### src/rtl/gemm_stream_tx_if.sv
// Bundle of the write, control and engine-side serial signals of gemm_stream_tx.
// The master modport is the transmitter; the slave modport is the controller/engine side.
interface gemm_stream_tx_if #(
    parameter int WIDTH = 16
);
    logic                 wvalid;
    logic [4*WIDTH-1:0]   wdata;
    logic                 wready;
    logic                 start;
    logic                 busy;
    logic                 gvalid;
    logic                 ivalid;
    logic [WIDTH-1:0]     dout;
    logic                 rvalid;
    logic [WIDTH-1:0]     rdata;
    logic                 done;
    logic [WIDTH-1:0]     result;
    logic                 timeout;

    modport master (
        input  wvalid, wdata, start, rvalid, rdata,
        output wready, busy, gvalid, ivalid, dout, done, result, timeout
    );

    modport slave (
        output wvalid, wdata, start, rvalid, rdata,
        input  wready, busy, gvalid, ivalid, dout, done, result, timeout
    );
endinterface

### src/rtl/gemm_stream_tx.sv
// Buffers one frame of packed 4-lane words, streams it element by element to a GEMM
// engine, then waits (bounded) for the engine result and closes the frame.
module gemm_stream_tx #(
    parameter int WIDTH   = 16,
    parameter int DEPTH   = 256,
    parameter int TIMEOUT = 1023
) (
    input  logic             clk,
    input  logic             rst,
    gemm_stream_tx_if.master bus
);
    localparam int NW  = DEPTH / 4;
    localparam int WCW = $clog2(NW + 1);
    localparam int RW  = (NW > 1) ? $clog2(NW) : 1;
    localparam int TW  = $clog2(TIMEOUT + 1);

    typedef enum logic [1:0] {
        S_IDLE = 2'd0,
        S_SEND = 2'd1,
        S_WAIT = 2'd2,
        S_DONE = 2'd3
    } state_t;

    state_t             state_q, state_d;
    logic [WCW-1:0]     wcnt_q, wcnt_d;
    logic [RW-1:0]      rcnt_q, rcnt_d;
    logic [1:0]         lane_q, lane_d;
    logic [TW-1:0]      tcnt_q, tcnt_d;
    logic               gvalid_q, gvalid_d;
    logic               ivalid_q, ivalid_d;
    logic [WIDTH-1:0]   dout_q, dout_d;
    logic               done_q, done_d;
    logic [WIDTH-1:0]   result_q, result_d;
    logic               timeout_q, timeout_d;

    logic [4*WIDTH-1:0] mem_q [NW];

    logic               full_s;
    logic               wready_s;
    logic               wr_en_s;
    logic               last_s;
    logic [RW-1:0]      nxt_rcnt_s;
    logic [1:0]         nxt_lane_s;

    // Lane counter 0 selects the most significant element, which goes out first.
    function automatic logic [WIDTH-1:0] lane_sel(input logic [4*WIDTH-1:0] word,
                                                  input logic [1:0]         lane);
        case (lane)
            2'd0:    lane_sel = word[4*WIDTH-1:3*WIDTH];
            2'd1:    lane_sel = word[3*WIDTH-1:2*WIDTH];
            2'd2:    lane_sel = word[2*WIDTH-1:WIDTH];
            default: lane_sel = word[WIDTH-1:0];
        endcase
    endfunction

    assign full_s     = (wcnt_q == WCW'(NW));
    assign wready_s   = !rst && (state_q == S_IDLE) && !full_s;
    assign wr_en_s    = bus.wvalid && wready_s;
    assign last_s     = (rcnt_q == RW'(NW - 1)) && (lane_q == 2'd3);
    assign nxt_lane_s = lane_q + 2'd1;
    assign nxt_rcnt_s = (lane_q == 2'd3) ? (rcnt_q + RW'(1)) : rcnt_q;

    // Next-state and registered-output decode; outputs are computed one cycle ahead.
    always_comb begin
        state_d   = state_q;
        wcnt_d    = wcnt_q;
        rcnt_d    = rcnt_q;
        lane_d    = lane_q;
        tcnt_d    = tcnt_q;
        gvalid_d  = gvalid_q;
        ivalid_d  = ivalid_q;
        dout_d    = dout_q;
        done_d    = 1'b0;
        result_d  = result_q;
        timeout_d = timeout_q;
        case (state_q)
            S_IDLE: begin
                if (wr_en_s) begin
                    wcnt_d = wcnt_q + WCW'(1);
                end else begin
                    wcnt_d = wcnt_q;
                end
                if (bus.start && full_s) begin
                    state_d   = S_SEND;
                    rcnt_d    = '0;
                    lane_d    = 2'd0;
                    timeout_d = 1'b0;
                    gvalid_d  = 1'b1;
                    ivalid_d  = 1'b1;
                    dout_d    = lane_sel(mem_q[0], 2'd0);
                end else begin
                    state_d   = S_IDLE;
                end
            end
            S_SEND: begin
                if (last_s) begin
                    state_d  = S_WAIT;
                    ivalid_d = 1'b0;
                    tcnt_d   = '0;
                end else begin
                    rcnt_d   = nxt_rcnt_s;
                    lane_d   = nxt_lane_s;
                    dout_d   = lane_sel(mem_q[nxt_rcnt_s], nxt_lane_s);
                end
            end
            S_WAIT: begin
                // A result arriving on the expiry cycle still counts as a result.
                if (bus.rvalid) begin
                    result_d = bus.rdata;
                    done_d   = 1'b1;
                    gvalid_d = 1'b0;
                    state_d  = S_DONE;
                end else if (tcnt_q == TW'(TIMEOUT - 1)) begin
                    timeout_d = 1'b1;
                    done_d    = 1'b1;
                    gvalid_d  = 1'b0;
                    state_d   = S_DONE;
                end else begin
                    tcnt_d    = tcnt_q + TW'(1);
                end
            end
            S_DONE: begin
                wcnt_d  = '0;
                state_d = S_IDLE;
            end
            default: begin
                state_d = S_IDLE;
            end
        endcase
    end

    // State, counters and registered outputs.
    always_ff @(posedge clk or posedge rst) begin
        if (rst) begin
            state_q   <= S_IDLE;
            wcnt_q    <= '0;
            rcnt_q    <= '0;
            lane_q    <= 2'd0;
            tcnt_q    <= '0;
            gvalid_q  <= 1'b0;
            ivalid_q  <= 1'b0;
            dout_q    <= '0;
            done_q    <= 1'b0;
            result_q  <= '0;
            timeout_q <= 1'b0;
        end else begin
            state_q   <= state_d;
            wcnt_q    <= wcnt_d;
            rcnt_q    <= rcnt_d;
            lane_q    <= lane_d;
            tcnt_q    <= tcnt_d;
            gvalid_q  <= gvalid_d;
            ivalid_q  <= ivalid_d;
            dout_q    <= dout_d;
            done_q    <= done_d;
            result_q  <= result_d;
            timeout_q <= timeout_d;
        end
    end

    // Frame buffer; not reset, a frame is only reachable once wcnt reaches NW again.
    always_ff @(posedge clk) begin
        if (wr_en_s) begin
            mem_q[wcnt_q[RW-1:0]] <= bus.wdata;
        end
    end

    assign bus.wready  = wready_s;
    assign bus.busy    = (state_q != S_IDLE);
    assign bus.gvalid  = gvalid_q;
    assign bus.ivalid  = ivalid_q;
    assign bus.dout    = dout_q;
    assign bus.done    = done_q;
    assign bus.result  = result_q;
    assign bus.timeout = timeout_q;
endmodule

### src/flat_wrapper.sv
// flat-port wrapper written by rule: the top's interface ports become plain ports
module gemm_stream_tx_flat 
#(
    parameter int WIDTH   = 16,
    parameter int DEPTH   = 256,
    parameter int TIMEOUT = 1023
)
  (clk, rst, bus_wvalid, bus_wdata, bus_start, bus_rvalid, bus_rdata, bus_wready, bus_busy, bus_gvalid, bus_ivalid, bus_dout, bus_done, bus_result, bus_timeout);
  gemm_stream_tx_if #(.WIDTH(WIDTH)) bus_i ();
  input  logic clk;
  input  logic rst;
  input wire logic [$bits(bus_i.wvalid)-1:0] bus_wvalid;
  input wire logic [$bits(bus_i.wdata)-1:0] bus_wdata;
  input wire logic [$bits(bus_i.start)-1:0] bus_start;
  input wire logic [$bits(bus_i.rvalid)-1:0] bus_rvalid;
  input wire logic [$bits(bus_i.rdata)-1:0] bus_rdata;
  output wire logic [$bits(bus_i.wready)-1:0] bus_wready;
  output wire logic [$bits(bus_i.busy)-1:0] bus_busy;
  output wire logic [$bits(bus_i.gvalid)-1:0] bus_gvalid;
  output wire logic [$bits(bus_i.ivalid)-1:0] bus_ivalid;
  output wire logic [$bits(bus_i.dout)-1:0] bus_dout;
  output wire logic [$bits(bus_i.done)-1:0] bus_done;
  output wire logic [$bits(bus_i.result)-1:0] bus_result;
  output wire logic [$bits(bus_i.timeout)-1:0] bus_timeout;
  assign bus_i.wvalid = bus_wvalid;
  assign bus_i.wdata = bus_wdata;
  assign bus_i.start = bus_start;
  assign bus_i.rvalid = bus_rvalid;
  assign bus_i.rdata = bus_rdata;
  assign bus_wready = bus_i.wready;
  assign bus_busy = bus_i.busy;
  assign bus_gvalid = bus_i.gvalid;
  assign bus_ivalid = bus_i.ivalid;
  assign bus_dout = bus_i.dout;
  assign bus_done = bus_i.done;
  assign bus_result = bus_i.result;
  assign bus_timeout = bus_i.timeout;
  gemm_stream_tx #(.WIDTH(WIDTH), .DEPTH(DEPTH), .TIMEOUT(TIMEOUT)) u_core (.clk(clk), .rst(rst), .bus(bus_i));
endmodule
### config.mk
export PLATFORM = sky130hd
export DESIGN_NAME = gemm_stream_tx_flat
export DESIGN_NICKNAME = d
export VERILOG_FILES = /design/src/rtl/gemm_stream_tx_if.sv /design/src/rtl/gemm_stream_tx.sv /design/src/flat_wrapper.sv
export SDC_FILE = /design/constraint.sdc
export NUM_CORES = 2
export LEC_CHECK = 0
export ABC_CLOCK_PERIOD_IN_PS = 7710
export BUFFER_PORTS_ARGS = -buffer_cell sky130_fd_sc_hd__buf_2
export CAP_MARGIN = 20
export CORE_AREA = 2 2 568 570
export CTS_BUF_LIST = sky130_fd_sc_hd__clkbuf_8
export DETAILED_ROUTE_END_ITERATION = 10
export DIE_AREA = 0 0 570 572
export MAX_ROUTING_LAYER = met4
export PLACE_DENSITY = 0.65
export SLEW_MARGIN = 15
export SYNTH_ARGS = -nofsm -noshare
export SYNTH_HDL_FRONTEND = slang
export SYNTH_SLANG_ARGS = --single-unit
### constraint.sdc
create_clock -name clk -period 7.71 [get_ports clk]
set_input_delay 1.9275 -clock clk [delete_from_list [all_inputs] [get_ports clk]]
set_output_delay 1.9275 -clock clk [all_outputs]
set_load 0.02 [all_outputs]
==> results_dict.tcl <==
set metrics [dict create \
    reg2reg_depth 10 \
    clock-sinks 4159 \
    slew_viol_final 0 \
    die_y_microns 572 \
    layout-drive-gt1-share_pct 28.4 \
    grt_max_degree 98 \
    pin_count 123 \
    hp-class "reg -> reg" \
    synth_top_area_share_pct 77.2 \
    core-area_sq_um 320000 \
    final_hold_viol_count 0 \
    first_pass_iters 8 \
    grt_setup_unrepaired "no" \
    cts_resized 0 \
    crit_required_ns 8.85 \
    final_nets 7967 \
    drtAntennaViolNets 0 \
    fin_cells 12579 \
    finalCritPeriodShare_pct 76.3 \
    min_path_cells 1 \
    grt_pass1_wl_microns 631000 \
    ys_ff_latch 4159 \
    rows 208 \
    clkTransAtPathRegs_ns 0.06 \
    setup_viol 0 \
    tns_ns 0 \
    first_iter_violations 13645 \
    cap_viol_max_count 0 \
    ys_warn_count 0 \
    synth_cell_types 73 \
    holdPathEnd "u_core.bus.result[9]" \
    yosysSeqAreaShare_pct 78.2 \
    ys.flop_type "edfxtp_1" \
    cts_root_buffer "clkbuf_8" \
    synth_top_cell_by_area "edfxtp_1" \
    area_growth_pct 12.2 \
    post_cts_buffers 0 \
    reg2reg_from "u_core.rcnt_q[0]" \
    cts_tree "built" \
    cellPowerDensity_nw_per_um2 245 \
    start_util_pct 49.8 \
    ys_top_cells_by_area "edfxtp_1, mux4_2, nand2_1" \
    crit_path_max_fanout 46 \
    grtUsageTotal_pct 28.7 \
    place_hpwl_microns 256000 \
    place.gp.congestion 0.913 \
    postLayoutCoreUtil_pct 55.9 \
    syn_avg_cell_area_sq_um 22.1 \
    cts_buffers 646 \
    clockBufferDepth 4 \
    drcViolationCount 0 \
    ir_worst_vdd_mv 0.200 \
    skew_ns 0.0792 \
    tightest_slew_ns 1.24 \
    via_per_inst 6.54 \
    numPortBuffers 122 \
    h-tree-depth 6 \
    die_area_sq_um 326000 \
    grt_pass1_vias 81221 \
    rrSetupSlack_ns 1.83 \
    vias 82207 \
    dp.cells 11418 \
    hp-start "u_core.bus.result[9]" \
    fmax_mhz 170 \
    synth.top_cells.by_count "edfxtp_1, mux4_2, nand2_1, buf_2, a21oi_1" \
    synthArstFlopShare_pct 1.51 \
    relSlewSlack_pct 17.2 \
    clk-insertion-delay-late_ns 1.21 \
    worstSetupStartpointType "flop" \
    totalWireLength_microns 456000 \
    rr_endpoint "u_core.bus.dout[3]" \
    grt-ovfl-total 0 \
    cp_data_arrival_time_ns 7.02 \
    netlist_area_sq_um 159000 \
    die_x_microns 570 \
    status "completed" \
    postSynthCellCount 7200 \
    finalCriticalPeriod_ns 5.88 \
    synth_edf_count 4096 \
    routedWlPerCell_microns 36.3 \
    end_kind "flop" \
    synth_nets 7299 \
    yosysMostFrequentCell "edfxtp_1" \
    antenna_found_initial 42 \
    p_leak_nw 55.5 \
    critPathKind "reg -> reg" \
    ctsHoldBuffers 0 \
]
==> critical path: stages, from the launching register on <==
cell and delay (ns):
dfrtp_1 0.85, ha_1 0.57, a21bo_2 0.59, nand2_4 0.53, nor2_1 0.91, nand2_1 0.65
buf_4 0.42, o22ai_1 0.37, a311oi_1 0.14, nand4_1 0.54, o31a_1 0.19
==> through the flow <==
stage | setup WS [ns] | cell area [sq um] | power (mW) | hold slack (ns)
after detailed placement | 1.85 | 167000 | 27.2 | 0.488
after floorplan | -0.258 | 159000 | 26.2 | 0.445
after CTS | 1.85 | 179000 | 44.1 | 0.501
after global routing | 1.70 | 179000 | 45.1 | 0.521
after global placement | 1.68 | 167000 | 27.2 | 0.466
final | 1.83 | 179000 | 43.9 | 0.500
==> kinds of logic (layout without fill, tap and decap cells) <==
kind of cell | Yosys count | in the layout | share of synthesized area, %
flip-flops | 4159 | 4159 | 78.2
multiplexers | 1117 | 1117 | 15.2
AND/OR/NAND/NOR | 856 | 856 | 2.47
AO/OA/AOI/OAI | 620 | 620 | 2.65
buffers and inverters | 420 | 1573 | 1.31
adder cells (fa/ha/maj) | 14 | 14 | 0.110
XOR/XNOR | 14 | 14 | 0.103
other | 0 | 26 | 0
==> placed cells by master (no fill, tap or decap), drive strengths merged, types with 32 or more instances in the layout <==
cell and count:
o22ai 39, and3 55, a31oi 49, o21ai 67, mux2 32, nand3 92, mux4 1033, a22oi 92
a211oi 44, edfxtp 4096, a21oi 164, dfrtp 63, nand4 40, clkbuf 665, buf 422, mux2i 52
a311oi 38, nor2 122, inv 256, clkinv 203, nand2 439
==> how the worst max path moves through the flow <==
stage	from	cells past startpoint	endpoint
after floorplan	rst	5	u_core.mem_q[32][0]
after global placement	u_core.lane_q[0]	10	u_core.bus.dout[3]
after detailed placement	u_core.lane_q[0]	10	u_core.bus.dout[1]
after CTS	u_core.lane_q[0]	10	u_core.bus.dout[1]
after global routing	u_core.wcnt_q[3]	4	bus_wready
final	u_core.rcnt_q[0]	10	u_core.bus.dout[3]
==> layout make-up <==
cell class / count / area, sq um
antenna: 26 / 65.1
clock buffer: 665 / 9150
clock inverter: 468 / 2560
fill: 23472 / 141000
inverter: 18 / 68.8
multi-input combinational: 2621 / 33300
sequential: 4159 / 125000
tap: 4200 / 5260
timing repair buffer: 422 / 3750
==> routing by layer <==
metal | vias up | part of all wire, % | track usage [%] | wire [microns]
met5 | - | 0 | - | 0
met4 | 0 | 4.4 | 11.5 | 20200
met3 | 921 | 11 | 6.17 | 51900
met2 | 5648 | 47 | 43.5 | 215000
met1 | 43713 | 37 | 38.4 | 169000
li1 | 31925 | - | - | -
==> power breakdown <==
part,leakage (nW),internal (mW),switching (mW),total [mW]
sequential,37.7,25.2,0.129,25.3
clock,6.75,8.51,8.57,17.1
combinational,11.1,0.290,1.16,1.45
==> flip-flops by register name, indices dropped and copies added, names as in the netlist, 2 cells and up <==
name	flops
u_core.mem_q	4096
u_core.lane_q	2
u_core.state_q	2
u_core.tcnt_q	10
u_core.wcnt_q	7
u_core.rcnt_q	6
u_core.bus.result	16
u_core.bus.dout	16
No activity file was read; power rests on OpenSTA's default activity.
